===== src/rtl/ins_fetcher_pkg.sv =====
// ins_fetcher_pkg: opcodes, FSM state codes and immediate decoders shared by the fetch unit
package ins_fetcher_pkg;
   localparam logic [6:0] OP_JAL  = 7'b1101111;
   localparam logic [6:0] OP_JALR = 7'b1100111;
   localparam logic [6:0] OP_BR   = 7'b1100011;
   localparam int BHT_BITS_DEF = 6;
   localparam logic [1:0] ST_REQ       = 2'd0;
   localparam logic [1:0] ST_PRESENT   = 2'd1;
   localparam logic [1:0] ST_JALR_WAIT = 2'd2;
   function automatic logic [31:0] imm_j(input logic [31:0] i);
      return {{12{i[31]}}, i[19:12], i[20], i[30:21], 1'b0};
   endfunction
   function automatic logic [31:0] imm_b(input logic [31:0] i);
      return {{20{i[31]}}, i[7], i[30:25], i[11:8], 1'b0};
   endfunction
endpackage


===== src/rtl/ins_fetcher_branch_predictor.sv =====
// ins_fetcher_branch_predictor: table of 2-bit saturating counters with one read and one update port
module ins_fetcher_branch_predictor
   import ins_fetcher_pkg::*;
#(
   parameter int BHT_BITS = BHT_BITS_DEF
) (
   input  logic                clk_in,
   input  logic                rst_in,
   input  logic                en,
   input  logic [BHT_BITS-1:0] rd_idx,
   output logic                rd_taken,
   input  logic                upd_valid,
   input  logic [BHT_BITS-1:0] upd_idx,
   input  logic                upd_taken
);
   logic [1:0] bht [2**BHT_BITS];
   logic [1:0] cur;
   assign cur = bht[upd_idx];
   assign rd_taken = bht[rd_idx][1];
   // counters start weakly not-taken and saturate at 0 and 3; reads see the pre-update value
   always_ff @(posedge clk_in) begin
      if (rst_in)
         for (int i = 0; i < 2**BHT_BITS; i++) bht[i] <= 2'b01;
      else if (en && upd_valid)
         bht[upd_idx] <= upd_taken ? cur + {1'b0, cur != 2'b11} : cur - {1'b0, cur != 2'b00};
   end
endmodule


===== src/rtl/ins_fetcher.sv =====
// ins_fetcher: PC/fetch FSM with next-PC prediction and decoder handshake
module ins_fetcher
   import ins_fetcher_pkg::*;
#(
   parameter int          BHT_BITS = BHT_BITS_DEF,
   parameter logic [31:0] RESET_PC = 32'h0
) (
   input  logic        clk_in,
   input  logic        rst_in,
   input  logic        rdy_in,
   output logic        icache_req_valid,
   output logic [31:0] icache_addr,
   input  logic        icache_resp_valid,
   input  logic [31:0] icache_data,
   output logic        ins_ready,
   output logic [31:0] ins,
   output logic [31:0] pc,
   output logic [31:0] predict_nxt_pc,
   input  logic        IFetcher_stall,
   input  logic        IFetcher_clear,
   input  logic [31:0] IFetcher_new_addr,
   input  logic        rob_flush,
   input  logic [31:0] rob_flush_addr,
   input  logic        br_update_valid,
   input  logic [31:0] br_update_pc,
   input  logic        br_update_taken
);
   logic [1:0]  state;
   logic [31:0] fpc;
   logic [31:1] pc_q;
   logic        taken, discard, is_jalr, hold_valid;
   logic [31:0] hold_data;
   logic        resp_v, bht_taken, br_taken, cap_taken;
   logic [31:0] resp_d, cap_next;
   logic [6:0]  op;

   ins_fetcher_branch_predictor #(.BHT_BITS(BHT_BITS)) u_bp (
      .clk_in    (clk_in),
      .rst_in    (rst_in),
      .en        (rdy_in),
      .rd_idx    (BHT_BITS'(fpc >> 2)),
      .rd_taken  (bht_taken),
      .upd_valid (br_update_valid),
      .upd_idx   (BHT_BITS'(br_update_pc >> 2)),
      .upd_taken (br_update_taken)
   );

   assign resp_v    = hold_valid | icache_resp_valid;
   assign resp_d    = hold_valid ? hold_data : icache_data;
   assign op        = resp_d[6:0];
   assign br_taken  = op == OP_BR && bht_taken;
   assign cap_taken = op == OP_JAL || br_taken;
   assign cap_next  = fpc + (op == OP_JAL ? imm_j(resp_d) : br_taken ? imm_b(resp_d) : 32'd4);

   assign icache_req_valid = state == ST_REQ && !hold_valid && !rst_in;
   assign icache_addr      = fpc;
   assign ins_ready        = state == ST_PRESENT;
   assign pc               = {pc_q, taken};

   // a response arriving while paused is parked here until rdy_in returns
   always_ff @(posedge clk_in) begin
      if (rst_in) begin
         hold_valid <= 1'b0;
         hold_data  <= '0;
      end else if (rdy_in)
         hold_valid <= 1'b0;
      else if (icache_resp_valid && state == ST_REQ && !hold_valid) begin
         hold_valid <= 1'b1;
         hold_data  <= icache_data;
      end
   end

   // fetch FSM: flush beats JALR resolve beats acceptance beats response capture
   always_ff @(posedge clk_in) begin
      if (rst_in) begin
         state          <= ST_REQ;
         fpc            <= RESET_PC;
         discard        <= 1'b0;
         is_jalr        <= 1'b0;
         ins            <= '0;
         pc_q           <= '0;
         taken          <= 1'b0;
         predict_nxt_pc <= '0;
      end else if (rdy_in) begin
         if (rob_flush) begin
            state   <= ST_REQ;
            fpc     <= rob_flush_addr;
            discard <= state == ST_REQ && !resp_v;
         end else if (state == ST_JALR_WAIT) begin
            if (IFetcher_clear) begin
               fpc   <= IFetcher_new_addr & ~32'd1;
               state <= ST_REQ;
            end
         end else if (state == ST_PRESENT) begin
            if (!IFetcher_stall) begin
               state <= is_jalr ? ST_JALR_WAIT : ST_REQ;
               if (!is_jalr) fpc <= predict_nxt_pc;
            end
         end else if (resp_v) begin
            if (discard)
               discard <= 1'b0;
            else begin
               state          <= ST_PRESENT;
               ins            <= resp_d;
               pc_q           <= fpc[31:1];
               taken          <= cap_taken;
               predict_nxt_pc <= cap_next;
               is_jalr        <= op == OP_JALR;
            end
         end
      end
   end
endmodule


===== config.mk =====
export PLATFORM = sky130hd
export DESIGN_NAME = ins_fetcher
export DESIGN_NICKNAME = d
export VERILOG_FILES = /design/src/rtl/ins_fetcher_pkg.sv /design/src/rtl/ins_fetcher_branch_predictor.sv /design/src/rtl/ins_fetcher.sv
export SDC_FILE = /design/constraint.sdc
export NUM_CORES = 1
export LEC_CHECK = 0
export CORE_ASPECT_RATIO = 0.8
export CORE_MARGIN = 2
export CORE_UTILIZATION = 54
export CTS_CLUSTER_DIAMETER = 150
export DETAILED_ROUTE_END_ITERATION = 7
export PLACE_DENSITY_LB_ADDON = 0.12
export SKIP_CTS_REPAIR_TIMING = 1
export SYNTH_ARGS = -nofsm -noshare
export SYNTH_HDL_FRONTEND = slang
export SYNTH_SLANG_ARGS = --single-unit
export TNS_END_PERCENT = 10

===== constraint.sdc =====
create_clock -name clk_in -period 5.9 [get_ports clk_in]
set_input_delay 0.59 -clock clk_in [delete_from_list [all_inputs] [get_ports clk_in]]
set_output_delay 0.59 -clock clk_in [all_outputs]
set_load 0.01 [all_outputs]

==> impl_results.md <==
- Delay-heaviest family, CP: simple AND/OR/NAND/NOR gates
- Post-synth EDFFs: 128
- Number of synthesized register bits: 299
- Syn_area_per_cell: 9.29 µm²
- Outcome: completed
- First-pass GRT wire length: 72100 µm
- Row cnt: 56
- Critical R2R Capture: predict_nxt_pc[26]$_SDFFE_PP0P_
- Synth cell count leaders: nand2_1 (251), a21oi_1 (200), dfxtp_1 (171), nor2_1 (165), edfxtp_1 (128)
- Worst Hold Launch: pc_q[9]$_SDFFE_PP0P_
- Post-synth net total: 1878
- GP Congestion: 0.933
- Placed Area: 18300 µm²
- Fillers: 2312
- CTS tree: done
- Sequential fraction of the synthesis area: 45.8%
- Critical Path Start Type: register
- Hold Crit Endpoint: pc_q[9]$_SDFFE_PP0P_
- Die Wd: 196 µm
- Synth area leader: edfxtp_1
- Ranking of synthesized cells by area: edfxtp_1 (24%), dfxtp_1 (22%), a21oi_1 (6.3%), nand2_1 (5.9%), mux2i_1 (5.1%)
- Crit-path cells: buf_4 -> mux4_2 -> mux2i_1 -> o22ai_1 -> o211ai_1 -> nand2_1 -> nor2_1 -> nor2_1 -> ha_1 -> and4_1 -> and2_1 -> a2111oi_0 -> buf_4 -> nor3_1 -> or2_2 -> a311oi_1 -> xor2_1 -> o21ai_0
- Critical path type: reg2reg
- Max Root-Sink Buffers: 3
- DR vias/cell: 6.13
- Fin Setup TNS: 0 ns
- Routed vias: 13920
- Clock Root Buffer: clkbuf_16
- ANT nets after route: 0
- Synth Flop Type: dfxtp_1
- CP Data Required Time: 6.34 ns
- Fmax: 0.180 GHz
- Pre-CTS WS: 0.574 ns
- Final Hold Vio Count: 0
- Power per cell area: 255 nW/µm²
- Initial antenna violation count: 2
- Final Skew: 0.0127 ns
- Worst-path clk slew: 0.07 ns
- Fin nets: 2041
- Total CTS buffers: 30
- Clock Latency Late Sink: 0.57 ns
- Syn Inst Count: 1706
- Headroom to the max-slew limit: 27.5%
- Wirelength per Cell: 20.8 µm
- Yosys top cell area share: 24.2%
- Top-Level Pins: 267
- RSZ-0062 raised after global routing: false
- FF-to-FF path depth: 18
- Crit end category: register
- Synth unique cells: 74
- GR Overflow Total: 0
- Largest net degree at the start of global routing: 110
- Worst EP arrival: 5.99 ns
- Slew @ Worst Pin: 1.09 ns
- Dominant cell by count in the synthesized netlist: nand2_1
- Die height: 157 µm
- CP max stage delay: 0.82 ns
- Slew Limit Fails: 0
- GRT Total Usage: 29.9%
- Critical Path Fanout Max: 13
- Area delta synth->final: 22.1%
- Core ar.: 29100 µm²
- Die footprint: 30800 µm²
- Starting density of the core: 54.5%
- DP HPWL: 32900 µm
- Flop-to-flop setup slack: 0.34 ns
- Total Wirelength: 47300 µm
- H-Tree Depth: 1
- IO buf count: 239
- Power, Total: 4.94 mW
- Number of global-route vias before repair: 12632
- Crit-path slowest cell: dfxtp_1
- Synth warnings: 0
- Setup violations, final: 0
- Pleak: 6.48 nW
- Max Cap Viol: 0
- Peak VDD IR: 0.226 mV
- Drt pass-1 iters: 5
- Number of buffers and inverters on the critical path: 2
- Setup WS post-layout: 0.341 ns
- DR iter-0 viols: 1547
- Tcrit/Tclk final: 94.2%
- DR DRC count: 0
- Clk sink count: 299
- Post-Syn Area: 15900 µm²
- Hold path cells: 2
- Min Clock Period, post-route: 5.56 ns
- HP Class: reg2reg
- Async SR Flop Fraction: 0%
- Share of cells above drive strength 1: 9.30%
- Design area: 19400 µm²
[registers in the layout (all words and copies together), names as in the netlist, named ones only]
name,count
u_bp.bht,128
hold_data,32
icache_addr,32
ins,32
predict_nxt_pc,32
pc_q,31
state,2
discard,1
hold_valid,1
is_jalr,1
taken,1
[report_power, final]
| part | internal, mW | leakage (nW) | switching (mW) |
|---|---|---|---|
| Combinational | 0.291 | 3.48 | 0.436 |
| Sequential | 2.22 | 2.51 | 0.0581 |
| Clock | 1.12 | 0.495 | 0.820 |
| Total | 3.63 | 6.48 | 1.31 |
[cell usage in the layout (no fill, tap or decap), drive strengths merged, types with 30 or more instances in the layout]
| cell type | count |
|---|---|
| clkbuf | 40 |
| or3 | 45 |
| nor3 | 30 |
| nand2 | 251 |
| a211oi | 40 |
| nor2 | 165 |
| mux2i | 81 |
| ha | 34 |
| mux4 | 30 |
| dfxtp | 171 |
| a21oi | 200 |
| buf | 41 |
| clkdlybuf4s50 | 235 |
| o21ai | 82 |
| edfxtp | 128 |
| nor4 | 55 |
[worst min-delay path: cells and delay by family (launching register included)]
| kind | cells | cell delay [ns] |
|---|---|---|
| DFF | 1 | 0.31 |
| and+or+nand+nor | 1 | 0.05 |
| AOI/OAI and AO/OA | 1 | 0.05 |
[routing by layer]
metal	track usage, %	up-vias	routed length, µm
met5	0	-	0
met4	7.27	0	1060
met3	6.75	79	5280
met2	44.4	723	20300
met1	44.2	6586	20600
li1	-	6532	-
[metrics by stage]
step / util (%) / instances / hold WS [ns]
detailed placement: 63.1 / 2214 / 0.446
global placement: 63.1 / 2214 / 0.438
CTS: 66.6 / 2270 / 0.455
global route: 66.6 / 2271 / 0.474
finish: 66.6 / 2271 / 0.452
floorplan: - / 1706 / 0.429
[kinds of logic (layout without fill, tap and decap cells)]
| family | after synthesis | after routing | synth area share [%] |
|---|---|---|---|
| AND/OR/NAND/NOR | 646 | 646 | 19.4 |
| AO/OA/AOI/OAI | 413 | 413 | 15.4 |
| flip-flops | 299 | 299 | 45.8 |
| buffers and inverters | 165 | 352 | 4.84 |
| multiplexers | 125 | 125 | 10.4 |
| adder cells (fa/ha/maj) | 35 | 35 | 2.81 |
| XOR/XNOR | 23 | 23 | 1.27 |
| other | 0 | 1 | 0 |
[how the worst max path moves through the flow]
stage / to / cells after the start / start / slack (ns)
6_report: predict_nxt_pc[26]$_SDFFE_PP0P_ / 18 / register / 0.34
5_1_grt: predict_nxt_pc[26]$_SDFFE_PP0P_ / 18 / register / 0.01
4_1_cts: predict_nxt_pc[26]$_SDFFE_PP0P_ / 17 / register / 0.49
3_5_place_dp: predict_nxt_pc[26]$_SDFFE_PP0P_ / 17 / register / 0.57
3_3_place_gp: predict_nxt_pc[26]$_SDFFE_PP0P_ / 18 / register / 0.56
2_1_floorplan: predict_nxt_pc[26]$_SDFFE_PP0P_ / 18 / register / 1.21
[area by class of cell]
type	count	area (µm²)	area share [%]
clock buffers	40	875	4.52
diodes	1	2.50	0.0129
multi-input cells	1242	7840	40.5
well taps	377	472	2.44
flip-flops and latches	299	7270	37.6
inverters	20	75.1	0.388
repair buffers	276	2690	13.9
clock inverters	16	129	0.666
(Power assumes the default switching activity.)
